File: src/rtl/mult_div_unit.sv
// Multicycle multiply/divide unit: shift-add multiply and restoring divide on operand
// magnitudes, one step per cycle, with result signs applied when the last step retires.
//
// state  | meaning
// IDLE   | waiting for start; operands latched when start is seen
// RUN    | one arithmetic step per cycle, WIDTH steps in total
// FINISH | single-cycle done (and div_zero) pulse, hi/lo already updated
module mult_div_unit #(
  parameter int WIDTH = 32
) (
  input  logic             clk,
  input  logic             rst,
  input  logic             start,
  input  logic [1:0]       op,
  input  logic [WIDTH-1:0] a,
  input  logic [WIDTH-1:0] b,
  output logic             busy,
  output logic             done,
  output logic             div_zero,
  output logic [WIDTH-1:0] hi,
  output logic [WIDTH-1:0] lo
);

  typedef enum logic [1:0] {
    S_IDLE   = 2'd0,
    S_RUN    = 2'd1,
    S_FINISH = 2'd2
  } state_t;

  localparam int CW = (WIDTH > 1) ? $clog2(WIDTH) : 1;
  localparam logic [CW-1:0] CNT_LAST = CW'(WIDTH - 1);

  state_t           state_q, state_d;
  logic [CW-1:0]    cnt_q, cnt_d;
  logic             is_div_q, is_div_d;
  logic [WIDTH:0]   opa_q, opa_d;
  logic [WIDTH-1:0] acc_q, acc_d;
  logic [WIDTH-1:0] q_q, q_d;
  logic             neg_lo_q, neg_lo_d;
  logic             neg_hi_q, neg_hi_d;
  logic [WIDTH-1:0] hi_q, hi_d;
  logic [WIDTH-1:0] lo_q, lo_d;
  logic             done_q, done_d;
  logic             div_zero_q, div_zero_d;
  logic             busy_q, busy_d;

  logic             is_signed, a_neg, b_neg;
  logic [WIDTH:0]   a_ext, b_ext, a_mag, b_mag;
  logic [WIDTH:0]   mul_sum;
  logic [WIDTH-1:0] mul_acc, mul_q;
  logic [WIDTH:0]   div_shift, div_diff;
  logic             div_ge;
  logic [WIDTH-1:0] div_acc, div_q;
  logic [WIDTH-1:0] step_acc, step_q;
  logic [2*WIDTH-1:0] prod, prod_fix;
  logic [WIDTH-1:0] quo_fix, rem_fix;

  // Magnitudes are formed from a sign-extended WIDTH+1 value so -2^(WIDTH-1) negates cleanly.
  always_comb begin
    is_signed = ~op[0];
    a_neg     = is_signed & a[WIDTH-1];
    b_neg     = is_signed & b[WIDTH-1];
    a_ext     = {a_neg, a};
    b_ext     = {b_neg, b};
    a_mag     = a_neg ? -a_ext : a_ext;
    b_mag     = b_neg ? -b_ext : b_ext;
  end

  // Datapath step: {acc,q} is the partial product or the remainder:quotient pair.
  always_comb begin
    mul_sum   = {1'b0, acc_q} + (q_q[0] ? opa_q : '0);
    mul_acc   = mul_sum[WIDTH:1];
    mul_q     = {mul_sum[0], q_q[WIDTH-1:1]};

    div_shift = {acc_q, q_q[WIDTH-1]};
    div_diff  = div_shift - opa_q;
    div_ge    = ~div_diff[WIDTH];
    div_acc   = div_ge ? div_diff[WIDTH-1:0] : div_shift[WIDTH-1:0];
    div_q     = {q_q[WIDTH-2:0], div_ge};

    step_acc  = is_div_q ? div_acc : mul_acc;
    step_q    = is_div_q ? div_q : mul_q;

    prod      = {step_acc, step_q};
    prod_fix  = neg_lo_q ? -prod : prod;
    quo_fix   = neg_lo_q ? -step_q : step_q;
    rem_fix   = neg_hi_q ? -step_acc : step_acc;
  end

  always_comb begin
    state_d    = state_q;
    cnt_d      = cnt_q;
    is_div_d   = is_div_q;
    opa_d      = opa_q;
    acc_d      = acc_q;
    q_d        = q_q;
    neg_lo_d   = neg_lo_q;
    neg_hi_d   = neg_hi_q;
    hi_d       = hi_q;
    lo_d       = lo_q;
    done_d     = 1'b0;
    div_zero_d = 1'b0;

    case (state_q)
      S_IDLE: begin
        if (start) begin
          is_div_d = op[1];
          opa_d    = op[1] ? b_mag : a_mag;
          q_d      = op[1] ? a_mag[WIDTH-1:0] : b_mag[WIDTH-1:0];
          acc_d    = '0;
          neg_lo_d = a_neg ^ b_neg;
          neg_hi_d = a_neg;
          cnt_d    = '0;
          if (op[1] && (b == '0)) begin
            state_d    = S_FINISH;
            done_d     = 1'b1;
            div_zero_d = 1'b1;
          end else begin
            state_d = S_RUN;
          end
        end
      end
      S_RUN: begin
        acc_d = step_acc;
        q_d   = step_q;
        cnt_d = cnt_q + CW'(1);
        if (cnt_q == CNT_LAST) begin
          state_d = S_FINISH;
          done_d  = 1'b1;
          hi_d    = is_div_q ? rem_fix : prod_fix[2*WIDTH-1:WIDTH];
          lo_d    = is_div_q ? quo_fix : prod_fix[WIDTH-1:0];
        end
      end
      S_FINISH: begin
        state_d = S_IDLE;
      end
      default: begin
        state_d = S_IDLE;
      end
    endcase

    busy_d = (state_d != S_IDLE);
  end

  always_ff @(posedge clk) begin
    if (rst) begin
      state_q    <= S_IDLE;
      cnt_q      <= '0;
      is_div_q   <= 1'b0;
      opa_q      <= '0;
      acc_q      <= '0;
      q_q        <= '0;
      neg_lo_q   <= 1'b0;
      neg_hi_q   <= 1'b0;
      hi_q       <= '0;
      lo_q       <= '0;
      done_q     <= 1'b0;
      div_zero_q <= 1'b0;
      busy_q     <= 1'b0;
    end else begin
      state_q    <= state_d;
      cnt_q      <= cnt_d;
      is_div_q   <= is_div_d;
      opa_q      <= opa_d;
      acc_q      <= acc_d;
      q_q        <= q_d;
      neg_lo_q   <= neg_lo_d;
      neg_hi_q   <= neg_hi_d;
      hi_q       <= hi_d;
      lo_q       <= lo_d;
      done_q     <= done_d;
      div_zero_q <= div_zero_d;
      busy_q     <= busy_d;
    end
  end

  assign busy     = busy_q;
  assign done     = done_q;
  assign div_zero = div_zero_q;
  assign hi       = hi_q;
  assign lo       = lo_q;

endmodule
File: config.mk
export PLATFORM = sky130hd
export DESIGN_NAME = mult_div_unit
export DESIGN_NICKNAME = d
export VERILOG_FILES = /design/src/rtl/mult_div_unit.sv
export SDC_FILE = /design/constraint.sdc
export NUM_CORES = 1
export LEC_CHECK = 0
export ABC_AREA = 1
export CORE_MARGIN = 2
export CORE_UTILIZATION = 43
export CTS_CLUSTER_DIAMETER = 120
export CTS_CLUSTER_SIZE = 14
export DETAILED_ROUTE_END_ITERATION = 6
export MAX_ROUTING_LAYER = met4
export PLACE_DENSITY = 0.74
export SKIP_CTS_REPAIR_TIMING = 1
export SYNTH_ARGS = -nofsm -noshare
export SYNTH_HDL_FRONTEND = slang
export SYNTH_SLANG_ARGS = --single-unit
File: constraint.sdc
create_clock -name clk -period 10.86 [get_ports clk]
set_input_delay 1.086 -clock clk [delete_from_list [all_inputs] [get_ports clk]]
set_output_delay 1.086 -clock clk [all_outputs]
set_load 0.05 [all_outputs]
==> metrics.txt <==
status=finished with violations; failing checks=design-rule violations; initial antenna violation count=1; final WL=65.8 mm; Worst-Margin Slew=1.11 ns; RSZ-0062 raised after global routing=no; DPL Wire Length=52.0 mm; TritonRoute pass-1 iters=7; CP Class=reg -> reg; Arr. time, crit path=5.35 ns; Place WS=6.00 ns; Worst Path Buf+Inv=3; Yosys warning count=0; Net Sw Frac=44.8%; Final Hold Fails=0; FP Rows=71; sequential power share=30.6%; Reg clk slew, reported paths=0.09 ns; max cap viols=0; internal power=1.25 mW; f_max=200 MHz; Setup TNS Final=0 ns; max incr delay on CP=0.41 ns; Worst Path Required=11.22 ns; Port Buffers=135; number of routed nets with antenna violations=0; Clock Root Buffer=clkbuf_16; Die Area=39900 um2; P_sw=1.01 mW; CTS H-tree lvls=4; placed cells=3404; CTS Buffer Depth=2; via count=19.0k; vias in the first global route=18.0k; Seq/Total Area, Yosys=21.2%; final cycle utilization of the critical path=46.0%; Final min period=4.99 ns; Gate Count Post-Synth=2843; VDD IR max=119 uV; Slew Viols, Final=0; Setup Viol. Count Final=0; syn_nets=2984; RePlAce Congestion=1.02; Slew HR=25.5%; first-pass GRT wire length=100 mm; CP max stage cell=fa_1; DR vias/cell=5.52; syn_area_per_cell=5.79 um2; Netlist cell types=55; TritonCTS buffer count=17; CTS tree=done; setup ws final=5.87 ns; die width=200 um; Worst setup SP type=register; DR DRC count=6; global route total overflow=0; area grow syn2layout=13.6%; fillcell total=3976; combinational power share=39.7%; share of layout cells above drive strength 1=4.62%; worst skew pair latency=0.47 ns; cell family with most CP delay=simple AND/OR/NAND/NOR gates; average wire per standard cell=19.2 um; Crit. End Element=register; nets@finish=3053; IO Count=136; CP dominant cell by count=nand2_1; commonest cells after routing, fill and taps aside=872 x nand2_1, 428 x inv_1, 259 x nor2_1; pin count of the biggest net entering global routing=80; final core utilization=49.7%; Clock Power Share=29.7%; Initial Util=43.7%; Core ar.=37700 um2; commonest non-fill, non-tap cell in the layout=nand2_1; post-route cell area=18700 um2; DIE HEIGHT=200 um; ys async rst share=0%; total global-route track usage=34.1%; Static Leakage=9.47 nW; Final Instance Count excl. Fillers=3436; P per Cell Area=121 nW/um2; Seq cells post-synth=174; crit path max fanout=28; number of synthesized flops with an enable pin=0; Iter 0 DRT Violations=2045; post-synthesis cell area=16500 um2; # diodes=0; Clock Sinks=174; placed cell areas=18100 um2; main flop type after synthesis=dfxtp_1; HP Class=reg -> reg; worst clock skew=0.0151 ns
## power groups by stage
| stage | registers (mW) | clock network, mW | logic (mW) |
|---|---|---|---|
| finish | 0.691 | 0.673 | 0.898 |
| global route | 0.694 | 0.695 | 0.985 |
| CTS | 0.690 | 0.670 | 0.874 |
| detailed placement | 0.705 | 0 | 0.868 |
| global placement | 0.703 | 0 | 0.865 |
| floorplan | 0.689 | 0 | 0.621 |
## metal layers
metal	GRT usage [%]	part of all wire, %	vias up
li1	-	-	9223
met1	40.3	40	8585
met2	55.9	46	945
met3	5.67	7.8	218
met4	17.8	6.0	0
met5	-	0	-
## cells by family (layout without fill, tap and decap cells)
logic type / count (synthesis) / count (layout) / share of synthesized area (%)
AO/OA/AOI/OAI: 510 / 510 / 17.8
XOR/XNOR: 113 / 113 / 6.01
adder cells (fa/ha/maj): 72 / 72 / 5.56
buffers and inverters: 541 / 623 / 13.2
flip-flops: 174 / 174 / 21.2
AND/OR/NAND/NOR: 1433 / 1433 / 36.3
## sequential cells by signal (all words and copies together), names as in the netlist, 2 cells and up
register / cells
state_q: 2
hi: 32
lo: 32
acc_q: 32
q_q: 32
opa_q: 33
cnt_q: 5
## synthesized netlist by cell type (all sizes together), types with 11 or more instances
| cell | instances | area share, % |
|---|---|---|
| a21oi | 189 | 5.9 |
| buf | 40 | 1.7 |
| clkbuf | 58 | 1.3 |
| dfxtp | 174 | 21 |
| ha | 70 | 5.3 |
| inv | 440 | 10 |
| nand2 | 897 | 21 |
| nand3 | 158 | 4.9 |
| nand3b | 14 | 0.64 |
| nand4 | 26 | 0.99 |
| nor2 | 283 | 6.8 |
| nor3 | 35 | 1.2 |
| o211ai | 11 | 0.50 |
| o21a | 16 | 0.73 |
| o21ai | 189 | 5.8 |
| o221ai | 17 | 0.90 |
| o22ai | 19 | 0.72 |
| xnor2 | 30 | 1.6 |
| xor2 | 83 | 4.4 |
## worst min-delay path: cells and delay by family (launching register included)
kind	cells	cell delay, ns
and+or+nand+nor	1	0.06
DFF	1	0.32
AOI/OAI and AO/OA	1	0.05
## path summary, 6_finish.rpt
kind	start	endpoint	slack [ns]	depth (start not counted)
worst max-delay path	q_q[31]	hi[22]	5.87	32
worst min-delay path	cnt_q[3]	cnt_q[3]	0.47	2
worst max register to register	q_q[31]	hi[22]	5.87	32
worst min register to register	cnt_q[3]	cnt_q[3]	0.47	2
## through the flow
stage               power, mW  hold WS (ns)
floorplan                1.31         0.443
global route             2.37         0.495
detailed placement       1.57         0.460
global placement         1.57         0.456
CTS                      2.23         0.473
finish                   2.26         0.469
## layout make-up
class / instances / area [um2] / share of cell area [%]
multi-input cells: 2128 / 10800 / 57.9
repair buffers: 150 / 1460 / 7.80
clock inverters: 15 / 211 / 1.13
well taps: 511 / 639 / 3.42
flip-flops and latches: 174 / 3490 / 18.7
inverters: 441 / 1660 / 8.86
clock buffers: 17 / 425 / 2.27
No activity file was read; power rests on OpenSTA's default activity.
